File: src/rtl/deser_pkg.sv
// Shared types and sizing helpers for the serial-to-parallel deserializer.
// Counter width helper plus the output hold-register state encoding.
package deser_pkg;

  function automatic int cnt_w(input int width);
    return $clog2(width + 1);
  endfunction

  typedef enum logic {
    EMPTY = 1'b0,
    FULL  = 1'b1
  } out_state_t;

endpackage

File: src/rtl/deser_n_if.sv
// Serial-in / word-out handshake bundle for deser_n.
// slave: the deserializer side; master: the producer/consumer side.
interface deser_n_if
  import deser_pkg::*;
#(
  parameter int WIDTH = 8
);
  logic                      sin;
  logic                      sin_valid;
  logic                      sin_ready;
  logic                      sin_clear;
  logic [WIDTH-1:0]          word;
  logic                      word_valid;
  logic                      word_ready;
  logic [cnt_w(WIDTH)-1:0]   bit_count;

  modport slave (
    input  sin, sin_valid, sin_clear, word_ready,
    output sin_ready, word, word_valid, bit_count
  );

  modport master (
    output sin, sin_valid, sin_clear, word_ready,
    input  sin_ready, word, word_valid, bit_count
  );
endinterface

File: src/rtl/deser_n_shift_in_reg.sv
// Enabled shift register with synchronous clear; exposes the value it would take on a shift.
// One cycle per shift; no flow control of its own (caller gates en).
module shift_in_reg #(
  parameter int WIDTH     = 8,
  parameter bit MSB_FIRST = 1'b1
) (
  input  logic             clk,
  input  logic             reset,
  input  logic             en,
  input  logic             clr,
  input  logic             din,
  output logic [WIDTH-1:0] shifted
);
  logic [WIDTH-1:0] q;

  // MSB-first shifts left so the oldest bit walks up to the MSB; LSB-first mirrors it.
  generate
    if (MSB_FIRST) begin : g_msb
      assign shifted = {q[WIDTH-2:0], din};
    end else begin : g_lsb
      assign shifted = {din, q[WIDTH-1:1]};
    end
  endgenerate

  always_ff @(posedge clk or posedge reset) begin
    if (reset) begin
      q <= '0;
    end else if (clr) begin
      q <= '0;
    end else if (en) begin
      q <= shifted;
    end
  end
endmodule

File: src/rtl/deser_n.sv
// Serial-to-parallel deserializer with a one-word hold register; word_valid rises on the edge accepting bit WIDTH.
// Stalls sin only when the final bit would land on an occupied, untaken hold register.
module deser_n
  import deser_pkg::*;
#(
  parameter int WIDTH     = 8,
  parameter bit MSB_FIRST = 1'b1
) (
  input logic       clk,
  input logic       reset,
  deser_n_if.slave  bus
);
  localparam int            CW   = cnt_w(WIDTH);
  localparam logic [CW-1:0] LAST = CW'(WIDTH - 1);

  logic [CW-1:0]    cnt;
  logic [WIDTH-1:0] shifted;
  logic [WIDTH-1:0] word_q;
  out_state_t       state, state_nxt;
  logic             last, ready, accept, shift_en, complete, clr, take, valid;

  assign valid    = (state == FULL);
  assign last     = (cnt == LAST);
  assign ready    = ~(valid & ~bus.word_ready & last);
  // sin_clear wins over a simultaneous accept, so the bit is simply dropped.
  assign accept   = bus.sin_valid & ready & ~bus.sin_clear;
  assign complete = accept & last;
  assign shift_en = accept & ~last;
  assign clr      = bus.sin_clear | complete;
  assign take     = valid & bus.word_ready;

  shift_in_reg #(
    .WIDTH     (WIDTH),
    .MSB_FIRST (MSB_FIRST)
  ) u_sr (
    .clk     (clk),
    .reset   (reset),
    .en      (shift_en),
    .clr     (clr),
    .din     (bus.sin),
    .shifted (shifted)
  );

  always_ff @(posedge clk or posedge reset) begin
    if (reset) begin
      cnt <= '0;
    end else if (clr) begin
      cnt <= '0;
    end else if (shift_en) begin
      cnt <= cnt + CW'(1);
    end
  end

  always_ff @(posedge clk or posedge reset) begin
    if (reset) begin
      word_q <= '0;
    end else if (complete) begin
      word_q <= shifted;
    end
  end

  always_ff @(posedge clk or posedge reset) begin
    if (reset) begin
      state <= EMPTY;
    end else begin
      state <= state_nxt;
    end
  end

  // A take and a completion in the same cycle keep FULL, giving back-to-back words.
  always_comb begin
    state_nxt = state;
    case (state)
      EMPTY:   if (complete) state_nxt = FULL;
      FULL:    if (take && !complete) state_nxt = EMPTY;
      default: state_nxt = EMPTY;
    endcase
  end

  assign bus.sin_ready  = ready;
  assign bus.word       = word_q;
  assign bus.word_valid = valid;
  assign bus.bit_count  = cnt;
endmodule

File: src/flat_wrapper.sv
// flat-port wrapper written by rule: the top's interface ports become plain ports
module deser_n_flat import deser_pkg::*;
#(
  parameter int WIDTH     = 8,
  parameter bit MSB_FIRST = 1'b1
)
  (clk, reset, bus_sin, bus_sin_valid, bus_sin_clear, bus_word_ready, bus_sin_ready, bus_word, bus_word_valid, bus_bit_count);
  deser_n_if #(.WIDTH(WIDTH)) bus_i ();
  input logic clk;
  input logic reset;
  input wire logic [$bits(bus_i.sin)-1:0] bus_sin;
  input wire logic [$bits(bus_i.sin_valid)-1:0] bus_sin_valid;
  input wire logic [$bits(bus_i.sin_clear)-1:0] bus_sin_clear;
  input wire logic [$bits(bus_i.word_ready)-1:0] bus_word_ready;
  output wire logic [$bits(bus_i.sin_ready)-1:0] bus_sin_ready;
  output wire logic [$bits(bus_i.word)-1:0] bus_word;
  output wire logic [$bits(bus_i.word_valid)-1:0] bus_word_valid;
  output wire logic [$bits(bus_i.bit_count)-1:0] bus_bit_count;
  assign bus_i.sin = bus_sin;
  assign bus_i.sin_valid = bus_sin_valid;
  assign bus_i.sin_clear = bus_sin_clear;
  assign bus_i.word_ready = bus_word_ready;
  assign bus_sin_ready = bus_i.sin_ready;
  assign bus_word = bus_i.word;
  assign bus_word_valid = bus_i.word_valid;
  assign bus_bit_count = bus_i.bit_count;
  deser_n #(.WIDTH(WIDTH), .MSB_FIRST(MSB_FIRST)) u_core (.clk(clk), .reset(reset), .bus(bus_i));
endmodule
File: config.mk
export PLATFORM = sky130hd
export DESIGN_NAME = deser_n_flat
export DESIGN_NICKNAME = d
export VERILOG_FILES = /design/src/rtl/deser_pkg.sv /design/src/rtl/deser_n_if.sv /design/src/rtl/deser_n_shift_in_reg.sv /design/src/rtl/deser_n.sv /design/src/flat_wrapper.sv
export SDC_FILE = /design/constraint.sdc
export NUM_CORES = 1
export LEC_CHECK = 0
export ABC_AREA = 1
export ABC_CLOCK_PERIOD_IN_PS = 2800
export BUFFER_PORTS_ARGS = -buffer_cell sky130_fd_sc_hd__clkbuf_2
export CAP_MARGIN = 10
export CORE_MARGIN = 8
export CORE_UTILIZATION = 35
export DETAILED_ROUTE_END_ITERATION = 8
export GPL_TIMING_DRIVEN = 0
export PLACE_DENSITY = 0.59
export SLEW_MARGIN = 20
export SYNTH_ARGS = -nofsm -noshare
export SYNTH_HDL_FRONTEND = slang
export SYNTH_SLANG_ARGS = --single-unit
File: constraint.sdc
create_clock -name clk -period 2.8 [get_ports clk]
set_input_delay 0.42 -clock clk [delete_from_list [all_inputs] [get_ports clk]]
set_output_delay 0.42 -clock clk [all_outputs]
set_load 0.03 [all_outputs]
---- Yosys cells after proc, flatten, opt, wreduce, memory -nomap -nowiden ----
Cells that the tools add are included.
storage, ports and cells
  output and inout bits ................... 14
  input port bits ......................... 6
  logic and storage cells ................. 29
  register bits after elaboration ......... 20
cells by class
  bitwise operators ....................... 13
  $add $sub $neg .......................... 1
  mux-type cells .......................... 7
  reduce and logical (&&, ||, !) cells .... 3
  equality and inequality tests ........... 1
operators with widths
  cell                                                             number
  7-bit two-way mux                                                2
  4-bit two-way mux                                                2
  1-bit AND                                                        7
  1-bit NOT                                                        5
  4-bit by 1-bit adder with 4-bit output, second input constant    1
  4-bit by 3-bit == test with 1-bit output, second input constant  1
  1-bit two-way mux                                                2
  1-bit case mux with 2 select lines                               1
  2-bit nonzero test                                               1
  1-bit logical AND                                                1
  1-bit zero test                                                  1
  1-bit bitwise OR                                                 1

---- Longest topological paths before layout ----
Gate-level depths: netlist of the first run.
  depth in word-level cells ............... 11
  gate-level depth with buffers ........... 7
  mapped depth without buffers ............ 6

---- Cells and area by module ----
From an unflattened synthesis of the first run, not the netlist that was laid out.
second synthesis, totals
  cell total of the unflattened synthesis .. 107
  area total of the unflattened synthesis .. 970.9 um^2
by module, submodules not included
  module        sequential area each (um^2)  area an instance (um^2)  cells an instance  times used
  deser_n       325.3                        661.9                    74                 1
  shift_in_reg  175.2                        309.0                    33                 1

---- Least setup slack after synthesis of the first run ----
Ideal clock, no wire load.
  kind .................................... reg-to-output
  from .................................... register u_core.cnt[0], in the netlist u_core.bus.bit_count[0]
  to ...................................... output port bus_sin_ready
  path slack .............................. 1.113 ns
  data required time ...................... 2.380 ns
  stages on the path, launching flop included .. 5
  arrival ................................. 1.267 ns
  buffers on the path ..................... 0
  cells stage by stage .................... dfrtp_1 ha_1 nand2_2 nor2_4 nand3_1
on the way
  longest elaborated chain between the ends .. 3
ends and longest elaborated chain
  element                                   RTL line            RTL
  start: declaration                        deser_n.sv:16       logic [CW-1:0] cnt;
  start signal: assignment                  deser_n.sv:50       cnt <= cnt + CW'(1);
  4-bit by 3-bit == test with 1-bit output  deser_n.sv:23       assign last = (cnt == LAST);
  1-bit AND                                 deser_n.sv:24       assign ready = ~(valid & ~bus.word_ready & last);
  1-bit NOT                                 deser_n.sv:24
  end: declaration                          flat_wrapper.sv:15  output wire logic [$bits(bus_i.sin_ready)-1:0] bus_sin_ready;
No other way between the ends.

---- Worst setup path in the final report of the first run ----
Same ends and word-level chain as after synthesis.

==> flow_summary.json, run 1 <==
{
  "rsz0062_at_grt": "no",
  "die_h_um": 68.0,
  "final_cell_mix": "nand2_1 (32), dfrtp_1 (20), clkbuf_2 (19)",
  "cts.sinks": 20,
  "holdCritPathClass": "input port to async pin",
  "utilization": 0.414,
  "reg2reg_to": "u_core.u_sr.q[3]$_DFFE_PP0P_",
  "worstSetupPathType": "flip-flop to output pin",
  "tightestPinTransition_ns": 0.753,
  "grt_pass1_wl_um": 3190,
  "max_freq_mhz": 541,
  "cts-buffers-inserted": 3,
  "final_nets": 134,
  "dieArea_um2": 4630,
  "ys_types": 16,
  "yosysSeqAreaShare": 0.528,
  "fin_skew_ns": 0.00869,
  "dp_hpwl_um": 1390,
  "rr_worst_depth": 7,
  "worst_ep_arrival_time_ns": 1.43,
  "yosys_warnings": 0,
  "wl_per_cell_um": 11.6,
  "drcViolationCount": 0,
  "highest_layer": "met4",
  "vdd_drop_max_mv": 0.283,
  "crit_path_end_kind": "output pin",
  "relSlewSlack": 0.497,
  "io_buffers": 19,
  "hold_viol_final": 0,
  "met3WireLength_um": 126,
  "ios": 20,
  "fin_tns_setup_ns": 0,
  "r2r-start": "u_core.bus.bit_count[0]$_DFFE_PP0P_",
  "gp_congestion": 0.755,
  "ant_nets": 0,
  "final_max_slew_viol_count": 0,
  "num_vias": 730,
  "synth.ff_latch_count": 20,
  "cap_violations": 0,
  "rrSetupSlack_ns": 1.38,
  "core_um2": 2660,
  "cp_data_required_time_ns": 2.38,
  "syn_inst": 103,
  "post-route-period-util": 0.661,
  "antenna_found_initial": 0,
  "syn_to_final_growth_pct": 16.5,
  "synth_nets": 110,
  "synth_area_per_cell_um2": 9.20,
  "gr-total-overflow": 0,
  "final_common_cell": "nand2_1",
  "cts_max_path_buffers": 2,
  "start_kind": "flip-flop",
  "wl_met2_um": 880,
  "vias_per_cell": 4.68,
  "ctsResizeCount": 0,
  "powerDensity_nw_per_um2": 427,
  "start_util": 0.356,
  "rows": 19,
  "grt_pass1_vias": 725,
  "clockRootBuffer": "clkbuf_4",
  "final_layout_size_suffix_gt1_frac": 0.320,
  "dr.pass1.iters": 4,
  "setup_viol": 0,
  "leakagePower_uw": 0.000584,
  "routed_wl_um": 1810,
  "cts.clk_slew.worst_paths_ns": 0.11,
  "wl_met1_um": 786,
  "syn_area_um2": 947,
  "die_x_um": 68.0,
  "status": "complete, no violations",
  "clkLatencyLatePin_ns": 0.30,
  "period_minus_slack_ns": 1.85,
  "diodes": 0,
  "post-cts-setup-buffers": 0,
  "crit_fanout": 5,
  "grt.total_usage": 0.0897,
  "cts_tree": "done",
  "drtIter0Drc": 43,
  "cts_hold_buf": 0,
  "grt_max_degree": 21,
  "htree_levels": 1
}
[power breakdown]
part	internal [µW]	total, µW	switching [µW]
clock	50.1	130	79.9
combinational	11.7	41.6	29.9
sequential	294	300	5.55
[through the flow]
stage,setup slack [ns],cell area (µm²),hold WS [ns],power (µW),std cells
floorplan,1.11,947,0.384,334,103
global placement,1.29,1080,0.465,348,153
detailed placement,1.26,1080,0.468,348,153
CTS,0.925,1100,0.248,483,156
global route,0.807,1100,0.287,501,156
finish,0.950,1100,0.218,472,156
[final cells by class]
| class | count | area, µm² |
|---|---|---|
| plain buffers | 3 | 30.0 |
| clock buffers | 3 | 22.5 |
| fillers | 284 | 1560 |
| inverters | 15 | 56.3 |
| multi-input cells | 65 | 360 |
| flip-flops and latches | 20 | 500 |
| well taps | 31 | 38.8 |
| repair buffers | 19 | 95.1 |
[sequential cells by signal, indices dropped and copies added, names as in the netlist]
signal                 flops
u_core.bus.word            8
u_core.u_sr.q              7
u_core.bus.bit_count       4
u_core.bus.word_valid      1
[kinds of logic (layout without fill, tap and decap cells)]
logic type                 after synthesis  count (layout)  share of synthesized area
and+or+nand+nor                         55              55                      0.284
DFF                                     20              20                      0.528
buffers and inverters                   18              40                     0.0911
AOI/OAI and AO/OA                        9               9                     0.0832
adders and majority gates                1               1                     0.0132
[synth_stat cells]
master / number / share of area
buf_4: 1 / 0.0079
buf_6: 2 / 0.024
clkinv_1: 1 / 0.0040
dfrtp_1: 20 / 0.53
ha_1: 1 / 0.013
inv_1: 14 / 0.055
nand2_1: 32 / 0.13
nand2_2: 3 / 0.020
nand3_1: 3 / 0.016
nand3_4: 1 / 0.018
nand4_1: 10 / 0.066
nor2_1: 3 / 0.012
nor2_2: 1 / 0.0066
nor2_4: 1 / 0.012
o21ai_2: 9 / 0.083
or2_0: 1 / 0.0066
[critical path: stages (launching register included)]
cell and delay [ns]:
dfrtp_1 0.41, ha_1 0.23, nand2_2 0.11, nor2_4 0.12
nand3_1 0.08, clkbuf_2 0.19
[layer usage]
layer | up-vias | global-route usage
li1 | 375 | -
met1 | 338 | 0.101
met2 | 15 | 0.150
met3 | 2 | 0.0426
met4 | 0 | 0.0230
met5 | - | 0
[how the worst max path moves through the flow]
stage               endpoint                                start  cells past startpoint  slack, ns
2_1_floorplan  bus_sin_ready  u_core.bus.bit_count[0]$_DFFE_PP0P_                      4       1.11
3_3_place_gp   bus_sin_ready  u_core.bus.bit_count[0]$_DFFE_PP0P_                      5       1.29
3_5_place_dp   bus_sin_ready  u_core.bus.bit_count[0]$_DFFE_PP0P_                      5       1.26
4_1_cts        bus_sin_ready  u_core.bus.bit_count[0]$_DFFE_PP0P_                      5       0.93
5_1_grt        bus_sin_ready  u_core.bus.bit_count[0]$_DFFE_PP0P_                      5       0.81
6_report       bus_sin_ready  u_core.bus.bit_count[0]$_DFFE_PP0P_                      5       0.95
Power figures use the tool's default switching activity.
==> run 2: changes to the inputs <==
ABC_CLOCK_PERIOD_IN_PS = 1500   (was 2800)
PLACE_DENSITY = 0.61   (was 0.59)
clock period = 1.5 ns   (was 2.8 ns; I/O delays follow)
==> flow_summary.json, run 2 (same netlist as run 1, synthesis figures left out) <==
{
  "hold_viol_final": 0,
  "htree_levels": 1,
  "cts-buffers-inserted": 3,
  "leakagePower_uw": 0.000668,
  "period_minus_slack_ns": 1.45,
  "status": "complete, no violations",
  "utilization": 0.472,
  "grt_max_degree": 21,
  "gr-total-overflow": 0,
  "max_freq_mhz": 688,
  "worst_ep_arrival_time_ns": 1.23,
  "final.fill_count": 272,
  "ant_nets": 0,
  "cap_violations": 0,
  "cp_data_required_time_ns": 1.27,
  "gp_congestion": 0.737,
  "largest_reg_flops": 8,
  "drtIter0Drc": 27,
  "start_kind": "flip-flop",
  "final_max_slew_viol_count": 0,
  "setup_viol": 0,
  "clockRootBuffer": "clkbuf_4",
  "final_layout_size_suffix_gt1_frac": 0.393,
  "rows": 19,
  "drcViolationCount": 0,
  "multiInputGateArea_um2": 383,
  "post-route-period-util": 0.969,
  "die_h_um": 68.0,
  "cts_max_path_buffers": 2,
  "crit_path_end_kind": "output pin",
  "post_dp_cell_area_um2": 1080,
  "rr_worst_depth": 8,
  "reg2reg_to": "u_core.u_sr.q[0]$_DFFE_PP0P_",
  "cts_tree": "done",
  "final_common_cell": "nand2_1",
  "grt_pass1_wl_um": 3480,
  "diodes": 0,
  "start_util": 0.356,
  "io_buffers": 19,
  "dp_hpwl_um": 1370,
  "cts.clk_slew.worst_paths_ns": 0.12,
  "holdCritPathClass": "input port to async pin",
  "swShare": 0.220,
  "fin_skew_ns": 0.0172,
  "powerDensity_nw_per_um2": 873,
  "regArea_um2": 502,
  "tightestPinTransition_ns": 0.745,
  "cts.sinks": 20,
  "design_area_um2": 1260,
  "r2r-start": "u_core.bus.bit_count[1]$_DFFE_PP0P_",
  "dieArea_um2": 4630,
  "worstSetupPathType": "flip-flop to output pin",
  "clock_power_share": 0.399,
  "grt.total_usage": 0.0947,
  "vdd_drop_max_mv": 0.885,
  "internal_power_uw": 856,
  "combPwrFrac": 0.090,
  "rsz0062_at_grt": "yes",
  "ios": 20,
  "vias_per_cell": 4.78,
  "core_um2": 2660,
  "wl_per_cell_um": 12.1,
  "antenna_found_initial": 0,
  "relSlewSlack": 0.503,
  "fin_tns_setup_ns": 0,
  "syn_to_final_growth_pct": 32.6,
  "rrSetupSlack_ns": 0.12,
  "grt_pass1_vias": 776,
  "clkLatencyLatePin_ns": 0.31,
  "routed_wl_um": 2020,
  "p_switching_uw": 241,
  "num_vias": 793,
  "final_nets": 143,
  "die_x_um": 68.0,
  "final_cell_mix": "nand2_1 (32), dfrtp_1 (19), clkbuf_2 (18)",
  "p_seq_frac": 0.511,
  "dr.pass1.iters": 4,
  "crit_fanout": 3
}
[run 2: area by class of cell]
cell class	count	area share
well taps	31	0.0309
plain buffers	3	0.0269
repair buffers	28	0.151
inverters	15	0.0448
clock buffers	3	0.0179
flip-flops and latches	20	0.399
multi-input cells	65	0.305
clock inverters	1	0.0239
[run 2: worst max path at each step]
stage,slack [ns],startpoint,to,cells after the start
2_1_floorplan,0.0007,u_core.bus.bit_count[1]$_DFFE_PP0P_,u_core.bus.word[0]$_DFFE_PP0P_,7
3_3_place_gp,0.12,u_core.bus.bit_count[1]$_DFFE_PP0P_,u_core.u_sr.q[0]$_DFFE_PP0P_,7
3_5_place_dp,0.09,u_core.bus.bit_count[1]$_DFFE_PP0P_,u_core.u_sr.q[0]$_DFFE_PP0P_,7
4_1_cts,-0.04,u_core.bus.bit_count[1]$_DFFE_PP0P_,bus_sin_ready,5
5_1_grt,-0.05,u_core.bus.bit_count[1]$_DFFE_PP0P_,bus_sin_ready,5
6_report,0.05,u_core.bus.bit_count[1]$_DFFE_PP0P_,bus_sin_ready,5
[run 2: critical path: stages (launching register included)]
cell	delay (ns)
dfrtp_1	0.40
ha_4	0.17
nand2_4	0.06
nor2_4	0.09
nand3_2	0.08
buf_8	0.14
[run 2: metrics by stage]
| stage | std cells | total power, µW | setup slack [ns] | hold WS (ns) |
|---|---|---|---|---|
| global route | 166 | 1150 | -0.0470 | 0.0887 |
| CTS | 161 | 1100 | -0.0429 | 0.0341 |
| finish | 166 | 1100 | 0.0461 | 0.00114 |
| global placement | 153 | 649 | 0.121 | 0.380 |
| floorplan | 103 | 624 | 0.000654 | 0.189 |
| detailed placement | 153 | 651 | 0.0867 | 0.388 |
[run 2: power groups by stage]
stage	Combinational (µW)	Sequential, µW	Clock, µW
2_1_floorplan	41.8	582	0
3_3_place_gp	78.6	571	0
3_5_place_dp	79.7	571	0
4_1_cts	93.8	558	451
5_1_grt	112	563	472
6_report	99.0	560	437
[run 2: routing by layer]
metal | global-route usage | share of wire
met3 | 0.0311 | 0.063
met2 | 0.163 | 0.49
met1 | 0.111 | 0.44
met5 | 0 | 0
met4 | 0.0230 | 0.0069
[run 2: repair_timing]
| action | CTS | global route |
|---|---|---|
| hold buffers | 0 | 0 |
| setup endpoints to repair | 1 | 12 |
| resized for setup | 5 | 3 |
| pin swaps | 3 | 2 |
| cloned | 0 | 1 |
| setup buffers | 4 | 4 |
